[config.mk]
export PLATFORM = sky130hd
export DESIGN_NAME = mem_arbiter
export DESIGN_NICKNAME = d
export VERILOG_FILES = /design/src/rtl/mem_arb_pkg.sv /design/src/rtl/mem_rr_arb.sv /design/src/rtl/mem_arbiter.sv
export SDC_FILE = /design/constraint.sdc
export NUM_CORES = 1
export LEC_CHECK = 0
export ABC_CLOCK_PERIOD_IN_PS = 7100
export BUFFER_PORTS_ARGS = -buffer_cell sky130_fd_sc_hd__buf_2
export CAP_MARGIN = 20
export CORE_ASPECT_RATIO = 1.1
export CORE_UTILIZATION = 42
export CTS_BUF_LIST = sky130_fd_sc_hd__clkbuf_8
export CTS_CLUSTER_SIZE = 16
export DETAILED_ROUTE_END_ITERATION = 12
export GPL_ROUTABILITY_DRIVEN = 0
export GPL_TIMING_DRIVEN = 0
export PLACE_DENSITY = 0.77
export SLEW_MARGIN = 20
export SYNTH_ARGS = -nofsm -noshare
export SYNTH_HDL_FRONTEND = slang
export SYNTH_HIERARCHICAL = 1
export SYNTH_SLANG_ARGS = --single-unit
[constraint.sdc]
create_clock -name clk -period 7.1 [get_ports clk]
set_input_delay 1.065 -clock clk [delete_from_list [all_inputs] [get_ports clk]]
set_output_delay 1.065 -clock clk [all_outputs]
set_load 0.01 [all_outputs]
[src/rtl/mem_arb_pkg.sv]
`default_nettype none
// ============================================================================
// mem_arb_pkg : shared state type and constants for the memory arbiter
// Revision 1.0
// ============================================================================
package mem_arb_pkg;

    typedef enum logic [0:0] {
        IDLE      = 1'b0,
        RMW_MERGE = 1'b1
    } state_t;

    localparam int         DEF_MEM_ADDR_BITS = 20;
    localparam logic [3:0] BE_FULL           = 4'hF;

endpackage
`default_nettype wire

[src/rtl/mem_rr_arb.sv]
`default_nettype none
// ============================================================================
// mem_rr_arb : 2-way round-robin grant, instruction vs data requester
// Revision 1.0
// ============================================================================
module mem_rr_arb (
    input  logic clk,
    input  logic rst_n,
    input  logic en,
    input  logic req_inst,
    input  logic req_data,
    output logic gnt_inst,
    output logic gnt_data
);

    // Set when the data port was granted most recently; reset value makes
    // the instruction port win the first tie.
    logic r_last_data;

    always_comb begin
        gnt_inst = 1'b0;
        gnt_data = 1'b0;
        if (en) begin
            if (req_inst && req_data) begin
                gnt_inst = r_last_data;
                gnt_data = !r_last_data;
            end else begin
                gnt_inst = req_inst;
                gnt_data = req_data;
            end
        end
    end

    always_ff @(posedge clk or negedge rst_n) begin
        if (!rst_n) begin
            r_last_data <= 1'b1;
        end else if (gnt_inst) begin
            r_last_data <= 1'b0;
        end else if (gnt_data) begin
            r_last_data <= 1'b1;
        end
    end

endmodule
`default_nettype wire

[src/rtl/mem_arbiter.sv]
`default_nettype none
// ============================================================================
// mem_arbiter : instruction/data port arbiter onto one word memory with RMW
// Revision 1.0
// ============================================================================
module mem_arbiter
    import mem_arb_pkg::*;
#(
    parameter int MEM_ADDR_BITS = DEF_MEM_ADDR_BITS
) (
    input  logic        clk,
    input  logic        rst_n,
    input  logic        i_req,
    input  logic [31:0] i_addr,
    output logic        i_gnt,
    output logic        i_rvalid,
    output logic [31:0] i_rdata,
    output logic        i_err,
    input  logic        d_req,
    input  logic        d_we,
    input  logic [3:0]  d_be,
    input  logic [31:0] d_addr,
    input  logic [31:0] d_wdata,
    output logic        d_gnt,
    output logic        d_rvalid,
    output logic [31:0] d_rdata,
    output logic        d_err,
    output logic        m_we,
    output logic [31:0] m_addr,
    output logic [31:0] m_wdata,
    input  logic [31:0] m_rdata
);

    state_t      r_state;
    state_t      w_state_nxt;
    logic        w_gnt_i;
    logic        w_gnt_d;
    logic        w_i_bad;
    logic        w_d_bad;
    logic        w_d_partial;
    logic [31:0] w_merged;
    logic [31:0] r_rmw_addr;
    logic [31:0] r_rmw_wdata;
    logic [3:0]  r_rmw_be;
    logic        r_i_rvalid;
    logic        r_i_err;
    logic        r_i_rd;
    logic        r_d_rvalid;
    logic        r_d_err;
    logic        r_d_rd;

    function automatic logic addr_bad(input logic [31:0] a);
        return (a[1:0] != 2'b00) || ((a >> MEM_ADDR_BITS) != 32'd0);
    endfunction

    assign w_i_bad     = addr_bad(i_addr);
    assign w_d_bad     = addr_bad(d_addr);
    assign w_d_partial = d_we && !w_d_bad && (d_be != 4'h0) && (d_be != BE_FULL);

    // Gating with rst_n keeps grants low while reset is held.
    mem_rr_arb u_rr_arb (
        .clk      (clk),
        .rst_n    (rst_n),
        .en       ((r_state == IDLE) && rst_n),
        .req_inst (i_req),
        .req_data (d_req),
        .gnt_inst (w_gnt_i),
        .gnt_data (w_gnt_d)
    );

    assign i_gnt = w_gnt_i;
    assign d_gnt = w_gnt_d;

    always_comb begin
        w_merged = m_rdata;
        for (int b = 0; b < 4; b++) begin
            if (r_rmw_be[b]) begin
                w_merged[8*b +: 8] = r_rmw_wdata[8*b +: 8];
            end
        end
    end

    always_comb begin
        w_state_nxt = r_state;
        m_we        = 1'b0;
        m_addr      = '0;
        m_wdata     = '0;
        if (r_state == RMW_MERGE) begin
            m_we        = 1'b1;
            m_addr      = r_rmw_addr;
            m_wdata     = w_merged;
            w_state_nxt = IDLE;
        end else if (w_gnt_i) begin
            m_addr = i_addr;
        end else if (w_gnt_d) begin
            m_addr  = d_addr;
            m_wdata = d_wdata;
            m_we    = d_we && !w_d_bad && (d_be == BE_FULL);
            if (w_d_partial) begin
                w_state_nxt = RMW_MERGE;
            end
        end
    end

    always_ff @(posedge clk or negedge rst_n) begin
        if (!rst_n) begin
            r_state <= IDLE;
        end else begin
            r_state <= w_state_nxt;
        end
    end

    // A partial write answers from the merge cycle, never from its grant.
    always_ff @(posedge clk or negedge rst_n) begin
        if (!rst_n) begin
            r_i_rvalid  <= 1'b0;
            r_i_err     <= 1'b0;
            r_i_rd      <= 1'b0;
            r_d_rvalid  <= 1'b0;
            r_d_err     <= 1'b0;
            r_d_rd      <= 1'b0;
            r_rmw_addr  <= '0;
            r_rmw_wdata <= '0;
            r_rmw_be    <= '0;
        end else begin
            r_i_rvalid <= w_gnt_i;
            r_i_err    <= w_gnt_i && w_i_bad;
            r_i_rd     <= w_gnt_i && !w_i_bad;
            r_d_rvalid <= (w_gnt_d && !w_d_partial) || (r_state == RMW_MERGE);
            r_d_err    <= w_gnt_d && w_d_bad;
            r_d_rd     <= w_gnt_d && !d_we && !w_d_bad;
            if (w_gnt_d && w_d_partial) begin
                r_rmw_addr  <= d_addr;
                r_rmw_wdata <= d_wdata;
                r_rmw_be    <= d_be;
            end
        end
    end

    assign i_rvalid = r_i_rvalid;
    assign i_err    = r_i_err;
    assign i_rdata  = r_i_rd ? m_rdata : 32'd0;
    assign d_rvalid = r_d_rvalid;
    assign d_err    = r_d_err;
    assign d_rdata  = r_d_rd ? m_rdata : 32'd0;

endmodule
`default_nettype wire

==> results of run 1 <==
## cell usage in the layout, fill, tap and decap left out, drive strengths merged, types with 2 or more instances in the layout
cell      n
buf     285
nand2    98
mux2     86
dfrtp    75
and2     65
o21ai    65
clkbuf   42
a22oi    32
nor2b    17
nor4      7
inv       5
nor2      4
and4      3
nand4     2
a21oi     2
## layer usage
metal / share of wire / GRT usage / vias up
met5: 0 / 0 / -
met3: 0.068 / 0.0537 / 14
met1: 0.42 / 0.307 / 2243
met2: 0.50 / 0.467 / 196
met4: 0.014 / 0.0817 / 0
li1: - / - / 2319
## critical path: cells and delay by family
kind | cells | cell delay, ns
buf+inv | 5 | 1.72
simple gates | 3 | 0.58
compound gates | 3 | 0.85
## final cells by class
class / instances / area, sq um / area share
Sequential cell: 76 / 1900 / 0.294
Buffer: 43 / 209 / 0.0323
Tap cell: 147 / 184 / 0.0284
Timing Repair Buffer: 272 / 1390 / 0.214
Multi-Input combinational cell: 387 / 2570 / 0.397
Inverter: 2 / 7.51 / 0.00116
Clock inverter: 4 / 41.3 / 0.00639
Clock buffer: 12 / 165 / 0.0255
## power by group through the flow
stage          Clock [mW]  Sequential, mW  Combinational [mW]
2_1_floorplan           0           0.447              0.0572
3_3_place_gp            0           0.446               0.148
3_5_place_dp            0           0.446               0.151
4_1_cts             0.352           0.438               0.152
5_1_grt             0.367           0.438               0.167
6_report            0.344           0.438               0.152
## registers in the layout (all words and copies together), names as in the netlist
signal                cells
r_d_rd                    1
r_rmw_addr               32
r_rmw_wdata              32
u_rr_arb/r_last_data      1
d_err                     1
r_rmw_be                  4
d_rvalid                  1
i_err                     1
i_rvalid                  1
r_state                   1
r_i_rd                    1
## synth_stat cells
master    instances  area (sq um)
a21bo_1           1          10.0
a21o_1            1          7.51
a21oi_1           2          10.0
a22oi_1          32           240
a41o_1            1          10.0
and2_1           65           407
and3b_1           1          8.76
and4_1            3          26.3
buf_1             5          18.8
buf_12            1          20.0
buf_2             1          5.00
buf_4             5          37.5
buf_8             1          15.0
clkbuf_1         30           113
dfrtp_1          75          1880
dfstp_2           1          26.3
inv_1             2          7.51
mux2_2           86           968
nand2_1          98           368
nand3_1           1          5.00
nand4_1           2          12.5
nor2_1            4          15.0
nor2b_1          17           106
nor3_1            1          5.00
nor4_1            7          43.8
o21ai_0          65           325
## metrics by stage
step | cell area (sq um) | total power [mW] | cells | hold slack [ns] | setup slack, ns
2_1_floorplan | 4690 | 0.504 | 508 | 0.465 | 3.18
3_3_place_gp | 6230 | 0.594 | 926 | 0.482 | 1.15
3_5_place_dp | 6260 | 0.597 | 927 | 0.488 | 1.81
4_1_cts | 6460 | 0.942 | 943 | 0.508 | 1.78
5_1_grt | 6460 | 0.973 | 943 | 0.523 | 1.40
6_report | 6460 | 0.934 | 943 | 0.504 | 1.80
## kinds of logic after synthesis
group / Yosys count / share of synthesized area
flops: 76 / 0.406
simple gates: 199 / 0.213
buf+inv: 45 / 0.0462
compound gates: 102 / 0.129
mux: 86 / 0.207
## final timing paths
check	start	endpoint	slack, ns	cells after the start
min in group asynchronous	rst_n	r_rmw_addr[9]	0.66	1
min	r_rmw_addr[24]	r_rmw_addr[24]	0.50	1
max reg2reg	r_state	r_rmw_wdata[13]	4.28	9
min reg2reg	r_rmw_addr[24]	r_rmw_addr[24]	0.50	1
max	rst_n	m_addr[16]	1.80	11
max in group asynchronous	rst_n	r_rmw_wdata[4]	5.85	2
==> load_flow_metrics.sql, run 1 <==
INSERT INTO impl_metrics (metric_group, metric, value, unit) VALUES
('cts', 'cts.repair_timing.setup_buffer_count', '0', ''),
('power_and_ir_drop', 'power.share.combinational', '0.163', ''),
('flow_run', 'cap_viol_max_count', '0', ''),
('outcome', 'outcome', 'completed', ''),
('setup_path', 'worst-endpoint-arrival', '4.23', 'ns'),
('grt', 'number_of_antenna_violations_at_the_first_check_in_global_routing', '0', ''),
('synthesis', 'syn_avg_cell_area', '9.23', 'sq um'),
('power_and_ir_drop', 'pwr-share-clk', '0.369', ''),
('grt', 'groute.usage.overall', '0.260', ''),
('cts', 'clkSinkCount', '76', ''),
('synthesis', 'yosysSeqAreaShare', '0.406', ''),
('final_layout', 'finish.net_count', '928', ''),
('place', 'port_buffers', '271', ''),
('die', 'core_region_area', '10900', 'sq um'),
('timing', 'timing_worst_slew_pin_value', '0.599', 'ns'),
('synthesis', 'synthesis.nets', '645', ''),
('final_layout', 'num_antenna_cells', '0', ''),
('power_and_ir_drop', 'power.density', '144', 'nW/um^2'),
('power_and_ir_drop', 'static-leakage-power', '3.48', 'nW'),
('cts', 'clkTransAtPathRegs', '0.08', 'ns'),
('power_and_ir_drop', 'p_int', '0.692', 'mW'),
('cts', 'cts_root_buffer', 'clkbuf_8', ''),
('synthesis', 'postSynthRegisterBits', '76', ''),
('cts', 'clock_tree.htree_level_count', '3', ''),
('synthesis', 'netlist_area', '4690', 'sq um'),
('timing', 'setup_viol', '0', ''),
('route', 'drtPass1Iterations', '4', ''),
('cts', 'clock_insertion_delay_worst_skew', '0.34', 'ns'),
('timing', 'slew-limit-headroom', '0.601', ''),
('route', 'dr_total_vias', '4772', ''),
('setup_path', 'critPathMostFrequentCell', 'nor2b_1', ''),
('route', 'remaining_drc_errors', '0', ''),
('route', 'wl_per_cell', '15.7', 'um'),
('setup_path', 'worst_ep_required_time', '6.03', 'ns'),
('timing', 'period_minus_slack', '5.30', 'ns'),
('setup_path', 'crit_path_end_kind', 'primary output', ''),
('grt', 'grt_overflow', '0', ''),
('route', 'postRouteAntennaNets', '0', ''),
('cts', 'cts_inserted_buffers', '9', ''),
('route', 'viasPerCell', '5.06', ''),
('power_and_ir_drop', 'netSwitchingFraction', '0.259', ''),
('place', 'estimated_wirelength_of_the_detail_placed_design', '11400', 'um'),
('setup_path', 'critical_path_peak_fanout', '45', ''),
('grt', 'grt_pass1_wl', '23000', 'um'),
('cts', 'cts.repair.resized', '0', ''),
('timing', 'clock.fmax', '0.189', 'GHz'),
('power_and_ir_drop', 'share_seq_of_total_power', '0.469', ''),
('final_layout', 'layout-area-overhead-vs-synth', '37.9', '%'),
('setup_path', 'timing.setup.critical_path_class', 'in -> out', ''),
('synthesis', 'yosys.cell_types.count', '26', ''),
('grt', 'grt_pass1_vias', '4537', ''),
('timing', 'period_share', '0.746', ''),
('setup_path', 'startpoint_kind_of_the_worst_setup_timing_path', 'primary input', ''),
('die', 'floorplan.initialDensity', '0.430', ''),
('timing', 'rsz0062_at_grt', 'false', ''),
('final_layout', 'share_of_cells_above_drive_strength_1', '0.477', ''),
('die', 'io-pin-count', '272', ''),
('power_and_ir_drop', 'power_switching', '0.242', 'mW'),
('timing', 'setup-tns-final', '0', 'ns'),
('route', 'drt_iter0_markers', '188', ''),
('grt', 'grt_start_max_net_pins', '46', ''),
('timing', 'slew_viol_final', '0', ''),
('cts', 'tritoncts', 'yes', ''),
('final_layout', 'final_core_utilization', '0.593', ''),
('route', 'wl', '14800', 'um'),
('cts', 'ctsLongestPathBuffers', '2', ''),
('die', 'die_w', '103', 'um'),
('synthesis', 'synth_cells', '508', ''),
('power_and_ir_drop', 'power.ir.vdd_worst', '77.2', 'uV'),
('cts', 'hold_buffers', '0', ''),
('setup_path', 'critical_path.max_stage_delay', '0.48', 'ns'),
('setup_path', 'critical_path.cell_chain', 'buf_4 > buf_16 > nor2b_1 > nand2_1 > a21oi_1 > nor2b_1 > clkbuf_1 > buf_1 > a22oi_1 > o21ai_0 > buf_2', ''),
('final_layout', 'filler_cells_inserted', '1052', ''),
('die', 'die_area', '11600', 'sq um'),
('timing', 'final-hold-violation-count', '0', ''),
('die', 'fp-row-count', '40', ''),
('timing', 'clock-skew-final', '0.00389', 'ns'),
('min_path', 'holdCritPathClass', 'reg -> reg', ''),
('die', 'die_y', '113', 'um'),
('setup_path', 'worst_path_max_delay_cell', 'a21oi_1', ''),
('synthesis', 'yosysWarnings', '6', '');
(Power assumes the default switching activity.)
==> inputs of run 2 (changes only) <==
ABC_CLOCK_PERIOD_IN_PS = 4700   (was 7100)
CORE_UTILIZATION = 41   (was 42)
PLACE_DENSITY = 0.79   (was 0.77)
clock period = 4.7 ns   (was 7.1 ns; I/O delays follow)
==> run 2 against run 1 <==
Design area decreased by 0.35%. Worst setup slack got worse by 1.4 ns. Die area grew 2.4%. Global-route usage decreased by 1.4 points. First-iteration DRC count up 27%. Critical endpoint is now m_wdata[10]. Largest power group unchanged. Highest routed layer unchanged.
==> load_flow_metrics.sql, run 2 (synthesis results as in run 1) <==
INSERT INTO impl_metrics (metric_group, metric, value, unit) VALUES
('outcome', 'outcome', 'completed', ''),
('setup_path', 'critical_path.max_stage_delay', '0.42', 'ns'),
('final_layout', 'filler_cells_inserted', '1064', ''),
('power_and_ir_drop', 'power.ir.vdd_worst', '139', 'uV'),
('setup_path', 'worst_ep_required_time', '3.99', 'ns'),
('route', 'remaining_drc_errors', '0', ''),
('cts', 'clkTransAtPathRegs', '0.07', 'ns'),
('grt', 'grt_pass1_vias', '4577', ''),
('setup_path', 'r2r_cells', '9', ''),
('place', 'placedInstanceArea', '6260', 'sq um'),
('cts', 'ctsLongestPathBuffers', '2', ''),
('setup_path', 'critical_path_peak_fanout', '44', ''),
('cts', 'clock_insertion_delay_worst_skew', '0.34', 'ns'),
('timing', 'clock-skew-final', '0.00933', 'ns'),
('final_layout', 'share_of_cells_above_drive_strength_1', '0.479', ''),
('setup_path', 'rr_startpoint', 'r_state', ''),
('cts', 'clock_tree.htree_level_count', '3', ''),
('final_layout', 'layout-area-overhead-vs-synth', '37.4', '%'),
('die', 'io-pin-count', '272', ''),
('die', 'core_region_area', '11000', 'sq um'),
('final_layout', 'layout_commonest_cell', 'buf_2', ''),
('route', 'postRouteAntennaNets', '0', ''),
('grt', 'grt_util_met1', '0.301', ''),
('grt', 'grt_overflow', '0', ''),
('setup_path', 'timing.setup.critical_path_class', 'in -> out', ''),
('setup_path', 'critPathLaunch', 'rst_n', ''),
('place', 'port_buffers', '271', ''),
('cts', 'cts_inserted_buffers', '9', ''),
('timing', 'slew-limit-headroom', '0.614', ''),
('timing', 'setup_viol', '0', ''),
('cts', 'cts.repair_timing.setup_buffer_count', '0', ''),
('timing', 'timing_worst_slew_pin_value', '0.580', 'ns'),
('final_layout', 'final_cell_mix', 'buf_2 (271), nand2_1 (98), mux2_2 (86), dfrtp_1 (75)', ''),
('grt', 'grt_pass1_wl', '23100', 'um'),
('final_layout', 'finish.net_count', '928', ''),
('setup_path', 'ff2ff_setup_slack', '2.05', 'ns'),
('setup_path', 'crit_path_end_kind', 'primary output', ''),
('cts', 'clkSinkCount', '76', ''),
('timing', 'rsz0062_at_grt', 'false', ''),
('route', 'drtPass1Iterations', '4', ''),
('min_path', 'holdCritPathClass', 'in -> async', ''),
('final_layout', 'multi_input_area', '2570', 'sq um'),
('cts', 'cts_root_buffer', 'clkbuf_8', ''),
('power_and_ir_drop', 'static-leakage-power', '3.48', 'nW'),
('timing', 'final-hold-violation-count', '0', ''),
('grt', 'top_usage_layer', 'met2', ''),
('final_layout', 'num_antenna_cells', '0', ''),
('route', 'wl', '14400', 'um'),
('final_layout', 'top_regs', 'r_rmw_addr: 32 flops, r_rmw_wdata: 32 flops, r_rmw_be: 4 flops', ''),
('final_layout', 'design_area', '6440', 'sq um'),
('route', 'drt_iter0_markers', '239', ''),
('die', 'die_w', '104', 'um'),
('place', 'estimated_wirelength_of_the_detail_placed_design', '11300', 'um'),
('die', 'fp-row-count', '40', ''),
('setup_path', 'worst_path_max_delay_cell', 'buf_1', ''),
('timing', 'slew_viol_final', '0', ''),
('grt', 'number_of_antenna_violations_at_the_first_check_in_global_routing', '0', ''),
('power_and_ir_drop', 'power.density', '210', 'nW/um^2'),
('timing', 'setup-tns-final', '0', 'ns'),
('setup_path', 'worst_r2r_endpoint', 'r_rmw_wdata[14]', ''),
('grt', 'global_route.usage.met2', '0.430', ''),
('setup_path', 'startpoint_kind_of_the_worst_setup_timing_path', 'primary input', ''),
('timing', 'clock.fmax', '0.234', 'GHz'),
('setup_path', 'worst-endpoint-arrival', '3.56', 'ns'),
('grt', 'grt_start_max_net_pins', '45', ''),
('route', 'dr_total_vias', '4735', ''),
('cts', 'tritoncts', 'yes', ''),
('die', 'die_area', '11900', 'sq um'),
('timing', 'period_share', '0.907', ''),
('final_layout', 'regArea', '1900', 'sq um'),
('route', 'viasPerCell', '5.02', ''),
('route', 'wl_per_cell', '15.3', 'um'),
('die', 'die_y', '114', 'um'),
('grt', 'groute.usage.overall', '0.247', ''),
('flow_run', 'cap_viol_max_count', '0', ''),
('timing', 'period_minus_slack', '4.26', 'ns'),
('die', 'floorplan.initialDensity', '0.426', ''),
('grt', 'globalRouteMet3Util', '0.0581', ''),
('setup_path', 'critical_path.cell_chain', 'buf_4 > buf_16 > nor2b_1 > nand2_1 > a21oi_2 > nor2b_1 > clkbuf_2 > buf_1 > nand2_1 > o21ai_0 > buf_2', '');
[run 2: repair_timing]
action | CTS | global route
setup endpoints to repair | 10 | 48
hold buffers | 0 | 0
resized for setup | 1 | 1
[run 2: per-stage QoR]
stage / std cells / hold slack [ns] / utilization / setup slack (ns) / power, mW
final: 943 / 0.319 / 0.585 / 0.435 / 1.35
after global routing: 943 / 0.344 / 0.585 / 0.0412 / 1.43
after CTS: 943 / 0.324 / 0.585 / 0.129 / 1.37
after detailed placement: 927 / 0.486 / 0.568 / -0.106 / 0.902
after global placement: 926 / 0.481 / 0.566 / -0.727 / 0.896
after floorplan: 508 / 0.409 / - / 1.50 / 0.761
[run 2: cell type report]
| class | instances | area share |
|---|---|---|
| clock inverter | 7 | 0.00855 |
| sequential | 76 | 0.295 |
| buffer | 43 | 0.0326 |
| inverter | 2 | 0.00117 |
| timing repair buffer | 272 | 0.215 |
| clock buffer | 9 | 0.0192 |
| tap | 147 | 0.0285 |
| multi-input combinational | 387 | 0.399 |
[run 2: worst max-delay path, delay by kind of cell]
kind | cells | cell delay (ns)
AOI/OAI and AO/OA | 2 | 0.54
and+or+nand+nor | 4 | 0.69
buffers and inverters | 5 | 1.59
[run 2: per-layer routing]
metal / share of wire / vias to the layer above
met4: 0.017 / 0
li1: - / 2320
met5: 0 / -
met3: 0.069 / 18
met1: 0.43 / 2176
met2: 0.49 / 221
[run 2: power by group]
| part | internal, mW | leakage (nW) | switching [mW] | total, mW |
|---|---|---|---|---|
| Combinational | 0.103 | 2.31 | 0.126 | 0.229 |
| Clock | 0.236 | 0.108 | 0.227 | 0.464 |
| Sequential | 0.659 | 1.06 | 0.00260 | 0.661 |
[run 2: how the worst max path moves through the flow]
stage	end	slack, ns	cells after the start
after detailed placement	m_wdata[10]	-0.11	11
after global routing	m_wdata[10]	0.04	11
after CTS	m_wdata[10]	0.13	11
after floorplan	m_addr[14]	1.50	8
after global placement	m_wdata[10]	-0.73	10
final	m_wdata[10]	0.44	11
